--- src/rtl/accel_pkg.sv ---
// Purpose: shared constants for the layer pass sequencer (state encoding, default widths).
// Latency: n/a (declarations only).
// Backpressure: n/a.
package accel_pkg;

    // Default widths for pass indices and the per-phase watchdog.
    localparam int MP_W_DEF   = 4;
    localparam int CP_W_DEF   = 6;
    localparam int WDOG_W_DEF = 16;

    // Sequencer state encoding. Each ISSUE state always precedes its WAIT state,
    // so the watchdog is guaranteed to be zero on WAIT entry.
    localparam logic [2:0] ST_IDLE       = 3'd0;
    localparam logic [2:0] ST_LOAD_ISSUE = 3'd1;
    localparam logic [2:0] ST_LOAD_WAIT  = 3'd2;
    localparam logic [2:0] ST_COMP_ISSUE = 3'd3;
    localparam logic [2:0] ST_COMP_WAIT  = 3'd4;
    localparam logic [2:0] ST_WB_ISSUE   = 3'd5;
    localparam logic [2:0] ST_WB_WAIT    = 3'd6;
    localparam logic [2:0] ST_DONE       = 3'd7;

endpackage

--- src/rtl/pass_done_join.sv ---
// Purpose: joins two 1-cycle done pulses with sticky latches; o_both fires once both have been seen.
// Latency: combinational - o_both is high in the cycle the second pulse arrives (or both together).
// Backpressure: none; latches hold until i_clr, which takes priority over new set pulses.
module pass_done_join (
    input  logic i_clk,
    input  logic i_rst_n,
    input  logic i_set_a,
    input  logic i_set_b,
    input  logic i_clr,
    output logic o_both
);

    logic lat_a;
    logic lat_b;

    // Sticky capture of each done pulse until the owner clears the join.
    always_ff @(posedge i_clk or negedge i_rst_n) begin
        if (!i_rst_n) begin
            lat_a <= 1'b0;
            lat_b <= 1'b0;
        end else if (i_clr) begin
            lat_a <= 1'b0;
            lat_b <= 1'b0;
        end else begin
            lat_a <= lat_a | i_set_a;
            lat_b <= lat_b | i_set_b;
        end
    end

    // Include the current-cycle pulses so a same-cycle pair completes immediately.
    assign o_both = (lat_a | i_set_a) & (lat_b | i_set_b);

endmodule

--- src/rtl/layer_pass_sched.sv ---
// Purpose: walks the M-tile (outer) x C-tile (inner) pass grid: loads, compute, psum writeback per M tile.
// Latency: every start pulse appears exactly one cycle after its triggering event (start / done pulse).
// Backpressure: waits indefinitely on done pulses, bounded by a per-phase watchdog that aborts to IDLE with o_err.
module layer_pass_sched
    import accel_pkg::*;
#(
    parameter int MP_W   = MP_W_DEF,
    parameter int CP_W   = CP_W_DEF,
    parameter int WDOG_W = WDOG_W_DEF
) (
    input  logic            i_clk,
    input  logic            i_rst_n,
    input  logic            i_layer_start,
    input  logic [MP_W-1:0] i_num_pass_m,
    input  logic [CP_W-1:0] i_num_pass_c,
    output logic            o_wght_load_start,
    input  logic            i_wght_load_done,
    output logic            o_ifmap_load_start,
    input  logic            i_ifmap_load_done,
    output logic            o_compute_start,
    input  logic            i_compute_done,
    output logic            o_psum_acc_en,
    output logic            o_psum_wb_start,
    input  logic            i_psum_wb_done,
    output logic [MP_W-1:0] o_pass_m_idx,
    output logic [CP_W-1:0] o_pass_c_idx,
    output logic            o_busy,
    output logic            o_layer_done,
    output logic            o_err
);

    // Counter value one below all-ones: the increment from here makes the watchdog
    // reach all-ones, which is the timeout point.
    localparam logic [WDOG_W-1:0] WDOG_LAST = ~WDOG_W'(1);

    logic [2:0]        state;
    logic [MP_W-1:0]   m_idx;
    logic [MP_W-1:0]   m_last;
    logic [CP_W-1:0]   c_idx;
    logic [CP_W-1:0]   c_last;
    logic              acc_en;
    logic              err;
    logic [WDOG_W-1:0] wdog;

    logic in_wait;
    logic wdog_expire;
    logic in_load_wait;
    logic loads_done;
    logic join_clr;

    assign in_wait      = (state == ST_LOAD_WAIT) || (state == ST_COMP_WAIT) || (state == ST_WB_WAIT);
    assign wdog_expire  = in_wait && (wdog == WDOG_LAST);
    assign in_load_wait = (state == ST_LOAD_WAIT);

    // Latches are dropped when compute is issued, and held clear while idle so an
    // aborted layer cannot leak a stale done into the next one.
    assign join_clr = (state == ST_COMP_ISSUE) || (state == ST_IDLE);

    pass_done_join u_load_join (
        .i_clk   (i_clk),
        .i_rst_n (i_rst_n),
        .i_set_a (in_load_wait & i_wght_load_done),
        .i_set_b (in_load_wait & i_ifmap_load_done),
        .i_clr   (join_clr),
        .o_both  (loads_done)
    );

    // Watchdog: zero outside WAIT states, count every cycle spent inside one.
    always_ff @(posedge i_clk or negedge i_rst_n) begin
        if (!i_rst_n) begin
            wdog <= '0;
        end else if (!in_wait) begin
            wdog <= '0;
        end else begin
            wdog <= wdog + 1'b1;
        end
    end

    // Pass sequencer: state, pass indices, accumulate flag and sticky error.
    always_ff @(posedge i_clk or negedge i_rst_n) begin
        if (!i_rst_n) begin
            state  <= ST_IDLE;
            m_idx  <= '0;
            c_idx  <= '0;
            m_last <= '0;
            c_last <= '0;
            acc_en <= 1'b0;
            err    <= 1'b0;
        end else begin
            case (state)
                ST_IDLE: begin
                    if (i_layer_start) begin
                        // A zero pass count runs as a single pass.
                        m_last <= (i_num_pass_m == '0) ? '0 : i_num_pass_m - 1'b1;
                        c_last <= (i_num_pass_c == '0) ? '0 : i_num_pass_c - 1'b1;
                        m_idx  <= '0;
                        c_idx  <= '0;
                        acc_en <= 1'b0;
                        err    <= 1'b0;
                        state  <= ST_LOAD_ISSUE;
                    end
                end
                ST_LOAD_ISSUE: begin
                    state <= ST_LOAD_WAIT;
                end
                ST_LOAD_WAIT: begin
                    if (loads_done) begin
                        state <= ST_COMP_ISSUE;
                    end else if (wdog_expire) begin
                        err    <= 1'b1;
                        m_idx  <= '0;
                        c_idx  <= '0;
                        acc_en <= 1'b0;
                        state  <= ST_IDLE;
                    end
                end
                ST_COMP_ISSUE: begin
                    state <= ST_COMP_WAIT;
                end
                ST_COMP_WAIT: begin
                    if (i_compute_done) begin
                        if (c_idx == c_last) begin
                            state <= ST_WB_ISSUE;
                        end else begin
                            // Every C pass after the first accumulates onto the stored psum.
                            c_idx  <= c_idx + 1'b1;
                            acc_en <= 1'b1;
                            state  <= ST_LOAD_ISSUE;
                        end
                    end else if (wdog_expire) begin
                        err    <= 1'b1;
                        m_idx  <= '0;
                        c_idx  <= '0;
                        acc_en <= 1'b0;
                        state  <= ST_IDLE;
                    end
                end
                ST_WB_ISSUE: begin
                    state <= ST_WB_WAIT;
                end
                ST_WB_WAIT: begin
                    if (i_psum_wb_done) begin
                        if (m_idx == m_last) begin
                            state <= ST_DONE;
                        end else begin
                            m_idx  <= m_idx + 1'b1;
                            c_idx  <= '0;
                            acc_en <= 1'b0;
                            state  <= ST_LOAD_ISSUE;
                        end
                    end else if (wdog_expire) begin
                        err    <= 1'b1;
                        m_idx  <= '0;
                        c_idx  <= '0;
                        acc_en <= 1'b0;
                        state  <= ST_IDLE;
                    end
                end
                ST_DONE: begin
                    m_idx  <= '0;
                    c_idx  <= '0;
                    acc_en <= 1'b0;
                    state  <= ST_IDLE;
                end
                default: begin
                    state <= ST_IDLE;
                end
            endcase
        end
    end

    // Start pulses and status are decoded straight from the registered state.
    assign o_wght_load_start  = (state == ST_LOAD_ISSUE);
    assign o_ifmap_load_start = (state == ST_LOAD_ISSUE);
    assign o_compute_start    = (state == ST_COMP_ISSUE);
    assign o_psum_wb_start    = (state == ST_WB_ISSUE);
    assign o_layer_done       = (state == ST_DONE);
    assign o_busy             = (state != ST_IDLE);
    assign o_psum_acc_en      = acc_en;
    assign o_pass_m_idx       = m_idx;
    assign o_pass_c_idx       = c_idx;
    assign o_err              = err;

endmodule
--- config.mk ---
export PLATFORM = sky130hd
export DESIGN_NAME = layer_pass_sched
export DESIGN_NICKNAME = d
export VERILOG_FILES = /design/src/rtl/accel_pkg.sv /design/src/rtl/pass_done_join.sv /design/src/rtl/layer_pass_sched.sv
export SDC_FILE = /design/constraint.sdc
export NUM_CORES = 1
export LEC_CHECK = 0
export ABC_AREA = 1
export BUFFER_PORTS_ARGS = -buffer_cell sky130_fd_sc_hd__buf_4
export CAP_MARGIN = 5
export CORE_MARGIN = 1.5
export CORE_UTILIZATION = 27
export CTS_BUF_LIST = sky130_fd_sc_hd__clkbuf_8
export DETAILED_ROUTE_END_ITERATION = 16
export GPL_TIMING_DRIVEN = 0
export PLACE_DENSITY = 0.51
export SLEW_MARGIN = 20
export SYNTH_ARGS = -nofsm -noshare
export SYNTH_HDL_FRONTEND = slang
export SYNTH_SLANG_ARGS = --single-unit
--- constraint.sdc ---
create_clock -name i_clk -period 4.2 [get_ports i_clk]
set_input_delay 0.84 -clock i_clk [delete_from_list [all_inputs] [get_ports i_clk]]
set_output_delay 0.84 -clock i_clk [all_outputs]
set_load 0.03 [all_outputs]
==> results of run 1 <==
==> report_power, final <==
part / internal (uW) / switching (uW) / total [uW] / leakage [uW]
combinational: 260 / 495 / 755 / 0.00102
clock: 129 / 148 / 278 / 0.0000470
sequential: 504 / 75.7 / 580 / 0.000579
total: 894 / 719 / 1610 / 0.00164
==> area by class of cell <==
type,instances,area [sq um]
fillers,1087,6530
well taps,133,166
multi-input cells,270,1330
flip-flops and latches,43,1080
clock inverters,1,5.00
plain buffers,5,40.0
inverters,63,236
clock buffers,6,82.6
repair buffers,34,255
==> cells by family (layout without fill, tap and decap cells) <==
group	count (synthesis)	count (layout)	synth area share
simple gates	196	196	0.310
xor+xnor	10	10	0.0326
fa+ha+maj	6	6	0.0279
flops	43	43	0.401
buf+inv	68	109	0.103
compound gates	58	58	0.126
==> final timing paths <==
kind	to	slack [ps]
hold reg to reg	wdog[0]	490
max in group asynchronous	c_last[0]	3280
setup reg to reg	o_pass_m_idx[0]	2530
min in group asynchronous	wdog[7]	520
setup / recovery	o_wght_load_start	1900
hold / removal	wdog[0]	490
==> through the flow <==
stage          cell area, sq um  setup slack, ps  std cells
2_1_floorplan              2690             2010        381
3_3_place_gp               3110             2020        548
3_5_place_dp               3110             1990        548
4_1_cts                    3200             1890        555
5_1_grt                    3200             1750        555
6_report                   3200             1900        555
==> cell usage in the layout, fill, tap and decap left out, types with 6 or more instances in the layout <==
cell / n
a21oi_1: 11
buf_4: 35
clkbuf_8: 6
dfrtp_1: 43
ha_1: 6
inv_1: 60
nand2_1: 119
nand3_1: 12
nor2_1: 39
nor3_1: 8
o21ai_0: 23
o22ai_1: 10
==> layer usage <==
| layer | wire (microns) | vias to the layer above | share of wire | track usage |
|---|---|---|---|---|
| met4 | 104 | 0 | 0.017 | 0.0520 |
| met1 | 3280 | 1085 | 0.52 | 0.186 |
| met3 | 180 | 8 | 0.029 | 0.0244 |
| met5 | 0 | - | 0 | 0 |
| li1 | - | 1275 | - | - |
| met2 | 2680 | 30 | 0.43 | 0.204 |
==> cells in the mapped netlist <==
| master | instances | area share |
|---|---|---|
| nand2_1 | 119 | 0.17 |
| inv_1 | 60 | 0.084 |
| dfrtp_1 | 43 | 0.40 |
| nor2_1 | 39 | 0.054 |
| o21ai_0 | 23 | 0.043 |
| nand3_1 | 12 | 0.022 |
| a21oi_1 | 11 | 0.020 |
| o22ai_1 | 10 | 0.023 |
| nor3_1 | 8 | 0.015 |
| ha_1 | 6 | 0.028 |
| o31ai_1 | 5 | 0.014 |
| xnor2_1 | 5 | 0.016 |
| xor2_1 | 5 | 0.016 |
| nand2_2 | 4 | 0.0093 |
| inv_2 | 3 | 0.0042 |
| nand3_2 | 3 | 0.011 |
| nor2_2 | 3 | 0.0070 |
| o21ai_2 | 3 | 0.0098 |
| a31oi_1 | 2 | 0.0047 |
| buf_2 | 2 | 0.0037 |
| buf_6 | 2 | 0.0084 |
| nor2_4 | 2 | 0.0084 |
| nor4_1 | 2 | 0.0047 |
| o21ai_1 | 2 | 0.0037 |
| a21oi_2 | 1 | 0.0033 |
| buf_4 | 1 | 0.0028 |
| nand2_4 | 1 | 0.0042 |
| nand3b_1 | 1 | 0.0028 |
| nand4_1 | 1 | 0.0023 |
| o211a_1 | 1 | 0.0037 |
| or2_2 | 1 | 0.0023 |
==> critical path, delay by kind of cell (launching register included) <==
| family | cells | cell delay (ps) |
|---|---|---|
| DFF | 1 | 450 |
| and+or+nand+nor | 2 | 300 |
| buffers and inverters | 3 | 410 |
==> sequential cells by signal, summed over array words and instances, names as in the netlist <==
| signal | cells |
|---|---|
| u_load_join.lat_a | 1 |
| m_last | 4 |
| o_psum_acc_en | 1 |
| o_pass_c_idx | 6 |
| o_err | 1 |
| wdog | 16 |
| c_last | 6 |
| state | 3 |
| o_pass_m_idx | 4 |
| u_load_join.lat_b | 1 |
==> impl_metrics.tcl, run 1 <==
set metrics [dict create \
    postCtsHoldBufs 0 \
    netlist_area_sq_mm 0.00269 \
    worstSetupStartpoint "state[1]" \
    io_pins 35 \
    clock_sinks 43 \
    cts_setup_buffers 0 \
    crit_arrival_ps 1460 \
    total_power_uw 1610 \
    tritoncts "done" \
    grt_pass1_vias 2372 \
    dp_hpwl_microns 4790 \
    period_needed_ps 2300 \
    crit_path_end_kind "primary output" \
    rr_startpoint "state[2]" \
    synthesis.nets 404 \
    vias 2398 \
    grt.total_usage 0.133 \
    crit_top_cell "buf_4" \
    drt-total-wl_microns 6240 \
    slew_headroom 0.523 \
    tns_ps 0 \
    fin_nets 445 \
    leakage_uw 0.00164 \
    crit_chain "inv_1 > nand2_1 > nor2_1 > buf_4 > buf_4" \
    first_iter_violations 56 \
    diodes 0 \
    ir_drop_v 0.000160 \
    antenna_found_initial 0 \
    die-area_sq_mm 0.0106 \
    worstSkewPairLatency_ps 300 \
    worst_pin_slew_ps 710 \
    setup_viol 0 \
    htree_num_levels 2 \
    worstHoldStart "wdog[0]" \
    reg2reg_depth 10 \
    ys_ff_latch 43 \
    grt_first_pass_wirelength_microns 11000 \
    num_rows 36 \
    area_delta_synth_final_pct 19.0 \
    max_freq_mhz 434 \
    drt_pass1_iterations 4 \
    period_share 0.548 \
    cts_resized 0 \
    drcViolationCount 0 \
    rsz0062_at_grt "false" \
    required_ps 3360 \
    fp.dieW_microns 103 \
    die_h_microns 103 \
    yosysSeqAreaShare 0.401 \
    pwr_density_cell_mw_per_mm2 504 \
    clkTransAtPathRegs_ps 90 \
    antenna_left 0 \
    report.final.slew_viol_count 0 \
    drive_gt1_frac 0.159 \
    gp_congestion 0.763 \
    numCtsBuffers 5 \
    clk_path_buf_depth 2 \
    whs_ps 487 \
    cpPeakStageDelay_ps 450 \
    ys_types 31 \
    utilization 0.328 \
    startpoint_type "register" \
    cts_root_buffer "clkbuf_8" \
    grt_max_degree 44 \
    synth.avg_cell_area_sq_um 7.05 \
    drv_cap 0 \
    io_buffers 34 \
    outcome "completed" \
    globalRoute.totalOverflow 0 \
    wl_per_cell_microns 11.2 \
    drt-vias-per-instance 4.32 \
    crit_fanout 5 \
    synthCells 381 \
    fin_skew_ps 10.9 \
    core_sq_mm 0.00973 \
    crit_slowest_cell "dfrtp_1" \
    crit_type "reg -> out" \
    min_path_cells 1 \
    hold_viol 0 \
    start_util 0.276 \
    min_path_type "reg -> reg" \
    synth-warning-count 0 \
]
(Power assumes the default switching activity.)
==> inputs of run 2 (changes only) <==
--- a/config.mk
+++ b/config.mk
@@ -5,7 +5,7 @@
 export SDC_FILE = /design/constraint.sdc
 export NUM_CORES = 1
 export LEC_CHECK = 0
-export ABC_AREA = 1
+export ABC_AREA = 0
 export BUFFER_PORTS_ARGS = -buffer_cell sky130_fd_sc_hd__buf_4
 export CAP_MARGIN = 5
 export CORE_MARGIN = 1.5
@@ -13,7 +13,7 @@
 export CTS_BUF_LIST = sky130_fd_sc_hd__clkbuf_8
 export DETAILED_ROUTE_END_ITERATION = 16
 export GPL_TIMING_DRIVEN = 0
-export PLACE_DENSITY = 0.51
+export PLACE_DENSITY = 0.52
 export SLEW_MARGIN = 20
 export SYNTH_ARGS = -nofsm -noshare
 export SYNTH_HDL_FRONTEND = slang
==> constraint.sdc (replaced) <==
create_clock -name i_clk -period 2.2 [get_ports i_clk]
set_input_delay 0.44 -clock i_clk [delete_from_list [all_inputs] [get_ports i_clk]]
set_output_delay 0.44 -clock i_clk [all_outputs]
set_load 0.03 [all_outputs]
==> impl_metrics.tcl, run 2 <==
set metrics [dict create \
    die_h_microns 98.1 \
    min_path_type "in -> async" \
    synth.avg_cell_area_sq_um 9.72 \
    htree_num_levels 2 \
    synth-edff-count 0 \
    ir_drop_v 0.000431 \
    drv_cap 0 \
    io_pins 35 \
    async_flop_share 1.00 \
    crit_fanout 6 \
    drive_gt1_frac 0.269 \
    report.final.slew_viol_count 0 \
    crit_path_end_kind "register" \
    rsz0062_at_grt "true" \
    tns_ps 0 \
    io_buffers 34 \
    yosysTopAreaCell "dfrtp_1" \
    max_freq_mhz 458 \
    numCtsBuffers 5 \
    postCtsHoldBufs 0 \
    period_share 0.993 \
    diodes 0 \
    die-area_sq_mm 0.00962 \
    fin_nets 330 \
    core_sq_mm 0.00872 \
    startpoint_type "register" \
    stdcell_area_sq_mm 0.00312 \
    leakage_uw 0.00144 \
    netlist_area_sq_mm 0.00244 \
    outcome "completed" \
    total_power_uw 3300 \
    synth_top_area_share 0.441 \
    ys_ff_latch 43 \
    synth_most_common_cell "dfrtp_1" \
    drt-vias-per-instance 4.92 \
    antenna_left 0 \
    place_area_sq_mm 0.00284 \
    drcViolationCount 0 \
    clkTransAtPathRegs_ps 80 \
    dp_hpwl_microns 3870 \
    vias 2045 \
    fp.dieW_microns 98.1 \
    num_rows 34 \
    grt_max_degree 44 \
    synth-warning-count 0 \
    layout_commonest_cell "buf_4" \
    cts_root_buffer "clkbuf_8" \
    pwr_density_cell_mw_per_mm2 1060 \
    clock_sinks 43 \
    drt_pass1_iterations 4 \
    hold_viol 0 \
    worstSkewPairLatency_ps 290 \
    required_ps 2380 \
    fin_skew_ps 8.93 \
    crit_arrival_ps 2360 \
    final_cell_mix "buf_4, dfrtp_1, nor2_1, nand2_1, xor2_1" \
    area_delta_synth_final_pct 28.0 \
    synthCells 251 \
    clk_path_buf_depth 2 \
    ys.flop_type "dfrtp_1" \
    regMostFlops "wdog" \
    synth_area_leaders "dfrtp_1, xor2_1, xnor2_1" \
    start_util 0.280 \
    slew_headroom 0.518 \
    ys_types 56 \
    antenna_found_initial 0 \
    synthesis.nets 274 \
    tritoncts "done" \
    crit_type "reg -> reg" \
    grt_first_pass_wirelength_microns 9030 \
    ys_top_cells_by_count "dfrtp_1, nor2_1, nand2_1" \
    largest_reg_flops 16 \
    grt_pass1_vias 1845 \
    first_iter_violations 54 \
    grt.total_usage 0.113 \
    globalRoute.totalOverflow 0 \
    drt-total-wl_microns 5540 \
    worst_pin_slew_ps 720 \
    gp_congestion 0.745 \
    wl_per_cell_microns 13.3 \
    yosysSeqAreaShare 0.441 \
    setup_viol 0 \
    period_needed_ps 2180 \
]
run 2: cell count changes after synthesis, sizes merged, moves of 6 or more:
cell / change
nand2: -107
inv: -55
nor2: -13
o21ai: -12
xor2: +11
o22ai: -9
xnor2: +8
a21oi: -6
run 2: final cells by class:
type	count	area, sq um
plain buffers	7	50.0
clock buffers	6	82.6
clock inverters	2	35.0
fillers	883	5600
inverters	8	30.0
multi-input cells	193	1340
flip-flops and latches	43	1080
well taps	108	135
repair buffers	49	372
run 2: logic make-up after synthesis:
group,share of synthesized area
AOI/OAI and AO/OA,0.130
xor gates and xnor gates,0.104
adders and majority gates,0.0308
buffers and inverters,0.0303
DFF,0.441
muxes,0.0138
and+or+nand+nor,0.250
run 2: power breakdown:
part / switching, uW / total [uW] / internal [uW]
clock: 275 / 643 / 368
combinational: 859 / 1540 / 678
sequential: 155 / 1120 / 968
total: 1290 / 3300 / 2010
run 2: metrics by stage:
stage / instances / utilization / setup WS (ps) / hold WS (ps)
after floorplan: 251 / - / 89.6 / 144
after global placement: 393 / 0.325 / -175 / 474
after detailed placement: 393 / 0.325 / -186 / 475
after CTS: 405 / 0.345 / 17.5 / 154
after global routing: 416 / 0.358 / -22.9 / 170
final: 416 / 0.358 / 16.2 / 128
run 2: critical path: stages, from the launching register on:
cell	delay (ps)
dfrtp_1	410
or2b_4	260
nor4_4	50
a2111o_1	470
or4_4	600
mux2_4	280
run 2: path summary, 6_finish.rpt:
kind / start / to / slack (ps) / cells after the start
hold reg to reg: c_last[5] / c_last[5] / 500 / 2
hold / removal: i_rst_n / o_pass_m_idx[1] / 130 / 1
min in group i_clk: i_num_pass_c[0] / c_last[0] / 350 / 2
setup / recovery: state[1] / o_pass_c_idx[0] / 20 / 5
max in group asynchronous: i_rst_n / state[2] / 1650 / 1
setup reg to reg: state[1] / o_pass_c_idx[0] / 20 / 5
run 2: routing by layer:
metal	GRT usage	routed length [microns]
met5	0	0
met4	0.0231	27
met3	0.0286	190
met2	0.190	2720
met1	0.148	2610
run 2: what timing repair did:
item,4_1_cts,5_1_grt
buffers inserted,4,11
setup endpoints to repair,8,7
endpoints found under the hold margin,0,0
gates cloned,0,0
resized for setup,5,7
pin swaps,5,5
==> inputs of run 3 (changes only) <==
--- a/config.mk
+++ b/config.mk
@@ -17,4 +17,5 @@
 export SLEW_MARGIN = 20
 export SYNTH_ARGS = -nofsm -noshare
 export SYNTH_HDL_FRONTEND = slang
+export SYNTH_HIERARCHICAL = 1
 export SYNTH_SLANG_ARGS = --single-unit
==> impl_metrics.tcl, run 3 <==
set metrics [dict create \
    gp_congestion 0.786 \
    required_ps 2370 \
    dp_cells 411 \
    htree_num_levels 2 \
    antenna_left 0 \
    final_cell_mix "dfrtp_1, buf_4, nor2_1, nand2_1, o21ai_0" \
    largest_reg_flops 16 \
    max_freq_mhz 481 \
    drive_gt1_frac 0.202 \
    ys_ff_latch 43 \
    synth_area_leaders "dfrtp_1, xnor2_1, nor2_1" \
    synthesis.nets 292 \
    ys.flop_type "dfrtp_1" \
    outcome "completed" \
    synth-edff-count 0 \
    crit_slowest_cell "dfrtp_1" \
    antenna_found_initial 0 \
    tritoncts "done" \
    ir_drop_v 0.000483 \
    period_share 0.946 \
    whs_ps 121 \
    clock_sinks 43 \
    drt_pass1_iterations 4 \
    pwr_density_cell_mw_per_mm2 1070 \
    hold_viol 0 \
    drt-vias-per-instance 4.89 \
    synth-warning-count 6 \
    yosysTopAreaCell "dfrtp_1" \
    crit_family "compound AO/OA/AOI/OAI gates" \
    num_rows 34 \
    setup_viol 0 \
    fillers 926 \
    dp_hpwl_microns 4020 \
    regMostFlops "wdog" \
    fin_nets 334 \
    synth_most_common_cell "dfrtp_1" \
    io_buffers 34 \
    wl_per_cell_microns 13.0 \
    clkTransAtPathRegs_ps 90 \
    drt-total-wl_microns 5470 \
    grt_max_degree 44 \
    period_needed_ps 2080 \
    rsz0062_at_grt "false" \
    numCtsBuffers 5 \
    leakage_uw 0.00134 \
    postCtsHoldBufs 0 \
    cts_root_buffer "clkbuf_8" \
    drv_cap 0 \
    diodes 0 \
    yosysSeqAreaShare 0.437 \
    vias 2055 \
    report.final.slew_viol_count 0 \
    async_flop_share 1.00 \
    crit_path_end_kind "register" \
    layout_commonest_cell "dfrtp_1" \
    globalRoute.totalOverflow 0 \
    core_sq_mm 0.00876 \
    startpoint_type "register" \
    min_path_type "in -> async" \
    synthCells 269 \
    first_iter_violations 63 \
    ys_types 50 \
    crit_buf_inv 1 \
    crit_type "reg -> reg" \
    area_delta_synth_final_pct 21.7 \
    crit_arrival_ps 2250 \
    crit_chain "buf_2 > and3_1 > o22a_1 > nor2b_2 > o32ai_1 > o21bai_4 > nor3_4 > o221ai_2" \
    die_h_microns 98.5 \
    slew_headroom 0.630 \
    ys_top_cells_by_count "dfrtp_1, nor2_1, nand2_1" \
    synth_top_area_share 0.437 \
    synth.avg_cell_area_sq_um 9.15 \
    grt.total_usage 0.118 \
    fp.dieW_microns 98.5 \
    worst_pin_slew_ps 551 \
    finalNonFillerCells 420 \
    netlist_area_sq_mm 0.00246 \
    die-area_sq_mm 0.00970 \
    clk_path_buf_depth 2 \
    fin_skew_ps 13.5 \
    io_pins 35 \
    cpPeakStageDelay_ps 410 \
    grt_first_pass_wirelength_microns 9450 \
    start_util 0.281 \
    drcViolationCount 0 \
    worstSkewPairLatency_ps 300 \
    crit_fanout 10 \
    grt_pass1_vias 1970 \
]
## run 3: worst paths after layout
kind                                 start               to  slack [ps]  cells after the start
max in group asynchronous          i_rst_n  o_pass_m_idx[1]        1690                      1
min in group i_clk         i_num_pass_c[0]        c_last[0]         350                      2
max reg2reg                       state[1]  o_pass_c_idx[5]         120                      8
min reg2reg                        wdog[0]          wdog[0]         490                      1
min                                i_rst_n          wdog[0]         120                      1
max                               state[1]  o_pass_c_idx[5]         120                      8
## run 3: worst reg2reg max path: cells and delay by family (launching register included)
| kind | cells | cell delay (ps) |
|---|---|---|
| AND/OR/NAND/NOR | 3 | 660 |
| flip-flops | 1 | 410 |
| AO/OA/AOI/OAI | 4 | 710 |
| buffers and inverters | 1 | 190 |
## run 3: area by class of cell
class	instances	area (sq um)	share of cell area
Buffer	8	42.5	0.0142
Clock buffer	6	82.6	0.0276
Clock inverter	2	35.0	0.0117
Inverter	14	52.6	0.0176
Multi-Input combinational cell	204	1310	0.437
Sequential cell	43	1080	0.359
Tap cell	108	135	0.0451
Timing Repair Buffer	35	263	0.0878
## run 3: cell families after synthesis
kind of cell               share of synthesized area
and+or+nand+nor                                0.256
xor gates and xnor gates                      0.0854
muxes                                        0.00407
DFF                                            0.437
buffers and inverters                         0.0366
AOI/OAI and AO/OA                              0.150
adders and majority gates                     0.0305
## run 3: timing repair
action | CTS | global route
resized for setup | 1 | 6
setup endpoints to repair | 7 | 11
pin swaps | 1 | 1
setup buffers | 0 | 1
## run 3: report_power, final
part	switching [uW]	internal, uW	total [uW]
combinational	856	568	1420
clock	281	368	648
sequential	161	971	1130
total	1300	1910	3200
## run 3: per-layer routing
metal	vias to the layer above	global-route usage	wire length (microns)
met5	-	0	0
met4	0	0.0228	37
met3	5	0.0305	256
met2	44	0.194	2600
met1	972	0.157	2570
li1	1034	-	-
## run 3: metrics by stage
step	instance area, sq um	power (uW)	setup slack, ps	utilization	TNS, ps
floorplan	2460	2120	248	-	0
global placement	2850	2520	-52.5	0.325	-93.7
detailed placement	2850	2530	-47.5	0.325	-104
CTS	2970	3190	11.9	0.339	0
global route	2990	3440	3.03	0.342	0
finish	2990	3200	119	0.342	0
